### config.mk
export PLATFORM = sky130hd
export DESIGN_NAME = neuron_mac_flat
export DESIGN_NICKNAME = d
export VERILOG_FILES = /design/src/rtl/neuron_mac_if.sv /design/src/rtl/neuron_mac.sv /design/src/flat_wrapper.sv
export SDC_FILE = /design/constraint.sdc
export NUM_CORES = 2
export LEC_CHECK = 0
export ABC_AREA = 1
export CORE_MARGIN = 3
export CORE_UTILIZATION = 35
export DETAILED_ROUTE_END_ITERATION = 6
export PLACE_DENSITY_LB_ADDON = 0.05
export SLEW_MARGIN = 20
export SYNTH_ARGS = -nofsm -noshare
export SYNTH_HDL_FRONTEND = slang
export SYNTH_SLANG_ARGS = --single-unit
export TNS_END_PERCENT = 100
### constraint.sdc
create_clock -name clk -period 10.8 [get_ports clk]
set_input_delay 1.08 -clock clk [delete_from_list [all_inputs] [get_ports clk]]
set_output_delay 1.08 -clock clk [all_outputs]
set_load 0.05 [all_outputs]
### src/rtl/neuron_mac_if.sv
// neuron_mac handshake/memory bundle.
// master drives the engine, slave is the engine.
interface neuron_mac_if;
  logic        start;
  logic [31:0] bias;
  logic        busy;
  logic [31:0] w_addr;
  logic [31:0] w_data;
  logic [31:0] x_addr;
  logic [31:0] x_data;
  logic        out_valid;
  logic        out_ready;
  logic [31:0] out_data;

  modport master (
    output start, bias, w_data, x_data, out_ready,
    input  busy, w_addr, x_addr, out_valid, out_data
  );

  modport slave (
    input  start, bias, w_data, x_data, out_ready,
    output busy, w_addr, x_addr, out_valid, out_data
  );
endinterface

### src/rtl/neuron_mac.sv
// neuron_mac: single-neuron signed fixed-point MAC.
// Sweeps weight/input memories, saturates, optional ReLU.
module neuron_mac #(
  parameter int NUM_INPUTS = 784,
  parameter int FRAC_BITS  = 16,
  parameter int RELU       = 1
) (
  input  logic         clk,
  input  logic         rst_n,
  neuron_mac_if.slave  io
);

  localparam int IDX_W = (NUM_INPUTS > 1) ? $clog2(NUM_INPUTS) : 1;
  localparam int ACC_W = 64 + $clog2(NUM_INPUTS) + 1;
  localparam logic [IDX_W-1:0] LAST = IDX_W'(NUM_INPUTS - 1);

  typedef enum logic [1:0] {
    S_IDLE,
    S_RUN,
    S_FIN,
    S_OUT
  } state_t;

  state_t                  r_state;
  state_t                  w_state_nxt;
  logic [IDX_W-1:0]        r_idx;
  logic [IDX_W-1:0]        w_idx_nxt;
  logic signed [ACC_W-1:0] r_acc;
  logic signed [ACC_W-1:0] w_acc_nxt;
  logic                    r_out_valid;
  logic                    w_valid_nxt;
  logic [31:0]             r_out_data;
  logic [31:0]             w_data_nxt;

  logic [63:0]             w_w64;
  logic [63:0]             w_x64;
  logic signed [63:0]      w_prod;
  logic signed [ACC_W-1:0] w_prod_ext;
  logic signed [ACC_W-1:0] w_bias_ext;
  logic signed [ACC_W-1:0] w_shift;
  logic                    w_ovf;
  logic [31:0]             w_sat;
  logic [31:0]             w_result;

  // Product fits 64 bits, so a 64x64 low-half multiply is exact.
  assign w_w64  = {{32{io.w_data[31]}}, io.w_data};
  assign w_x64  = {{32{io.x_data[31]}}, io.x_data};
  assign w_prod = $signed(w_w64) * $signed(w_x64);

  assign w_prod_ext = {{(ACC_W-64){w_prod[63]}}, w_prod};
  assign w_bias_ext = $signed({{(ACC_W-32){io.bias[31]}}, io.bias})
                      <<< FRAC_BITS;

  // Overflow when bits above 31 are not a pure sign extension.
  assign w_shift = r_acc >>> FRAC_BITS;
  assign w_ovf   = w_shift[ACC_W-1:31] != {(ACC_W-31){w_shift[31]}};
  assign w_sat   = !w_ovf ? w_shift[31:0] :
                   w_shift[ACC_W-1] ? 32'h8000_0000 : 32'h7FFF_FFFF;
  assign w_result = (RELU != 0 && w_sat[31]) ? 32'h0 : w_sat;

  assign io.busy      = r_state != S_IDLE;
  assign io.w_addr    = (r_state == S_RUN) ? 32'(r_idx) : 32'h0;
  assign io.x_addr    = (r_state == S_RUN) ? 32'(r_idx) : 32'h0;
  assign io.out_valid = r_out_valid;
  assign io.out_data  = r_out_data;

  // State and datapath registers.
  always_ff @(posedge clk or negedge rst_n) begin
    if (!rst_n) begin
      r_state     <= S_IDLE;
      r_idx       <= '0;
      r_acc       <= '0;
      r_out_valid <= 1'b0;
      r_out_data  <= 32'h0;
    end else begin
      r_state     <= w_state_nxt;
      r_idx       <= w_idx_nxt;
      r_acc       <= w_acc_nxt;
      r_out_valid <= w_valid_nxt;
      r_out_data  <= w_data_nxt;
    end
  end

  // Next-state and datapath update.
  always_comb begin
    w_state_nxt = r_state;
    w_idx_nxt   = r_idx;
    w_acc_nxt   = r_acc;
    w_valid_nxt = r_out_valid;
    w_data_nxt  = r_out_data;
    unique case (r_state)
      S_IDLE: begin
        if (io.start) begin
          w_state_nxt = S_RUN;
          w_idx_nxt   = '0;
          w_acc_nxt   = w_bias_ext;
        end
      end
      S_RUN: begin
        w_acc_nxt = r_acc + w_prod_ext;
        if (r_idx == LAST) begin
          w_state_nxt = S_FIN;
        end else begin
          w_idx_nxt = r_idx + 1'b1;
        end
      end
      S_FIN: begin
        w_data_nxt  = w_result;
        w_valid_nxt = 1'b1;
        w_state_nxt = S_OUT;
      end
      S_OUT: begin
        if (r_out_valid && io.out_ready) begin
          w_valid_nxt = 1'b0;
          w_state_nxt = S_IDLE;
        end
      end
      default: w_state_nxt = S_IDLE;
    endcase
  end

endmodule

### src/flat_wrapper.sv
// flat-port wrapper written by rule: the top's interface ports become plain ports
module neuron_mac_flat 
#(
  parameter int NUM_INPUTS = 784,
  parameter int FRAC_BITS  = 16,
  parameter int RELU       = 1
)
  (clk, rst_n, io_start, io_bias, io_w_data, io_x_data, io_out_ready, io_busy, io_w_addr, io_x_addr, io_out_valid, io_out_data);
  neuron_mac_if io_i ();
  input  logic clk;
  input  logic rst_n;
  input wire logic [$bits(io_i.start)-1:0] io_start;
  input wire logic [$bits(io_i.bias)-1:0] io_bias;
  input wire logic [$bits(io_i.w_data)-1:0] io_w_data;
  input wire logic [$bits(io_i.x_data)-1:0] io_x_data;
  input wire logic [$bits(io_i.out_ready)-1:0] io_out_ready;
  output wire logic [$bits(io_i.busy)-1:0] io_busy;
  output wire logic [$bits(io_i.w_addr)-1:0] io_w_addr;
  output wire logic [$bits(io_i.x_addr)-1:0] io_x_addr;
  output wire logic [$bits(io_i.out_valid)-1:0] io_out_valid;
  output wire logic [$bits(io_i.out_data)-1:0] io_out_data;
  assign io_i.start = io_start;
  assign io_i.bias = io_bias;
  assign io_i.w_data = io_w_data;
  assign io_i.x_data = io_x_data;
  assign io_i.out_ready = io_out_ready;
  assign io_busy = io_i.busy;
  assign io_w_addr = io_i.w_addr;
  assign io_x_addr = io_i.x_addr;
  assign io_out_valid = io_i.out_valid;
  assign io_out_data = io_i.out_data;
  neuron_mac #(.NUM_INPUTS(NUM_INPUTS), .FRAC_BITS(FRAC_BITS), .RELU(RELU)) u_core (.clk(clk), .rst_n(rst_n), .io(io_i));
endmodule
==> qor.yml <==
hp-start: "u_core.io.out_data[25]"
portBuffers: 152
setup_slack_ns: 1.476
cts.htree.levels: 4
place_inst: 8289
critical-path-top-delay-family: "adder cells"
reg2reg_from: "u_core.r_acc[22]"
drt_pass1_iterations: 5
cts_sinks: 119
syn_area_um2: 51240
die_y_um: 388.6
post_cts_resized: 0
io_pins: 198
muxShareOfSynthArea: 0
arrival_ns: 9.68
clk_pin_slew_ns: 0.07
ys_ff_latch: 119
synth_edf_count: 0
avgSynthCellArea_um2: 8.066
yosysWarnings: 0
finalHoldViolCount: 0
cts_tree: "built"
nNetsFinal: 8060
antennaDiodeCount: 0
tightest_slew_ns: 1.151
track_usage: 0.2315
async_flop_share: 1.000
ys_top_cells_by_count: "inv_1, nand2_1, fa_1"
cp-start-kind: "input port"
hpwl_um: 150000
drtAntennaViolNets: 0
synth-compound-area-share: 0.03558
coreArea_um2: 144500
yosys.area_share.simple: 0.1659
grt_max_degree: 80
fin_cells: 8320
synthAdderAreaFrac: 0.5713
critPathCaptureType: "register"
placement.cell_area_um2: 55000
wl_um: 168300
grt_pass1_wl_um: 266400
synth_cell_types: 49
design_area_um2: 55640
vias: 38862
grt_overflow: 0
fp-row-count: 139
antenna_found_initial: 1
cts_setup_buffers: 0
syn_to_final_growth_pct: 8.588
wl_per_cell_um: 20.23
slowest_stage: "fa_2"
critPathBufInv: 9
fin_crit_ns: 9.324
cp_max_fo: 16
path_class: "in2reg"
drc: 0
die_x_um: 388.6
root_buffer: "clkbuf_16"
pre_cts_slack_ns: 0.9582
yosys.area.top_type: "fa_1"
reg2reg_depth: 25
min_to: "u_core.io.out_data[25]"
max-cap-violations: 0
status: "finished, final reports clean"
setup_viol: 0
slew_headroom: 0.2301
dieArea_um2: 151000
crit_required_ns: 11.16
cp_common_cell: "fa_1"
viasPerCell: 4.671
dr.first_iter.drc_count: 2020
insertion_delay_ns: 0.47
ys_seq_area_frac: 0.05811
yosys-top-cells-area: "fa_1, inv_1, nand2_1"
layout-drive-gt1-share: 0.03506
finalCritPeriodShare: 0.8633
skew_ns: 0.01367
hp-class: "reg2reg"
holdPathStages: 2
place_congestion: 0.9669
rsz0062_at_grt: "false"
cts_buffers: 17
syn_inst: 6353
r2r_slack_ns: 3.19
yosys.area.top_type_share: 0.5110
drv_slew: 0
yosysMostFrequentCell: "inv_1"
initial_core_util: 0.3546
synth_xor_area_frac: 0.001538
ys.flop_type: "dfrtp_1"
tns_ns: 0
grt_pass1_vias: 42909
clock_path_buffers: 2
cts_hold_buf: 0
fmax_ghz: 0.1073
synth_top_family_by_area: "adder cells"
slowest_delay_ns: 0.97
r2r_end: "u_core.r_acc[44]"
worst max-delay path by stage:
stage	start	endpoint	slack, ns	depth (start not counted)
floorplan	io_w_data[31]	u_core.r_acc[56]	1.95	25
global placement	io_w_data[31]	u_core.r_acc[56]	0.92	27
detailed placement	io_w_data[31]	u_core.r_acc[56]	0.96	27
CTS	io_w_data[31]	u_core.r_acc[56]	1.42	27
global route	io_w_data[31]	u_core.r_acc[68]	1.05	28
finish	io_w_data[31]	u_core.r_acc[58]	1.48	28
worst min-delay path, delay by kind of cell (launching register included):
kind,cells,cell delay [ns]
compound gates,1,0.06
simple gates,1,0.05
flops,1,0.34
area by class of cell:
cell class	instances	area (um2)
Clock buffer	18	429.2
Clock inverter	13	217.7
Fill cell	15106	88880
Tap cell	1903	2381
Timing Repair Buffer	270	2484
Sequential cell	119	2978
Multi-Input combinational cell	4056	39870
Inverter	1941	7286
stage by stage:
stage	utilization	hold slack, ns
global placement	0.3805	0.4818
finish	0.3850	0.4992
floorplan	-	0.4725
detailed placement	0.3805	0.4834
global route	0.3850	0.5285
CTS	0.3850	0.5042
metal layers:
metal,global-route usage,vias up,share of wire
li1,-,17799,-
met1,0.3410,20237,0.48
met2,0.3818,736,0.47
met3,0.01815,90,0.037
met4,0.03157,0,0.013
met5,0,-,0
layout by cell type (no fill, tap or decap), types with 4 or more instances in the layout:
cell type	instances
nand4_1	24
clkinv_1	5
ha_1	247
clkdlybuf4s50_1	151
o21bai_1	28
nand3b_1	12
o211ai_1	15
nor4_1	15
nor3_1	10
buf_12	6
inv_6	5
dfrtp_1	119
nor2_2	23
xor2_1	8
nand3_2	4
o31ai_1	5
o21ai_1	37
fa_1	1307
a21oi_1	96
buf_4	112
nand3_1	117
inv_2	9
inv_1	1927
nand2_2	20
o22ai_1	8
a21boi_0	5
o21ai_0	113
nand2_1	1689
nor2_1	190
bufinv_16	5
conb_1	45
clkbuf_16	17
nor2_4	6
registers in the layout (all words and copies together) (netlist names):
signal / count
u_core.io.out_data: 31
u_core.r_acc: 75
u_core.r_idx: 10
u_core.io.out_valid: 1
u_core.r_state: 2
cell families (layout without fill, tap and decap cells):
kind of cell | after synthesis | in the layout
AO/OA/AOI/OAI | 323 | 323
AND/OR/NAND/NOR | 2124 | 2124
buffers and inverters | 2222 | 2242
adder cells (fa/ha/maj) | 1555 | 1555
XOR/XNOR | 9 | 9
other | 1 | 45
flip-flops | 119 | 119
Power is left out: the tool's default activity adds up to more than one toggle a clock period on the data nets, which glitch-free logic cannot reach.
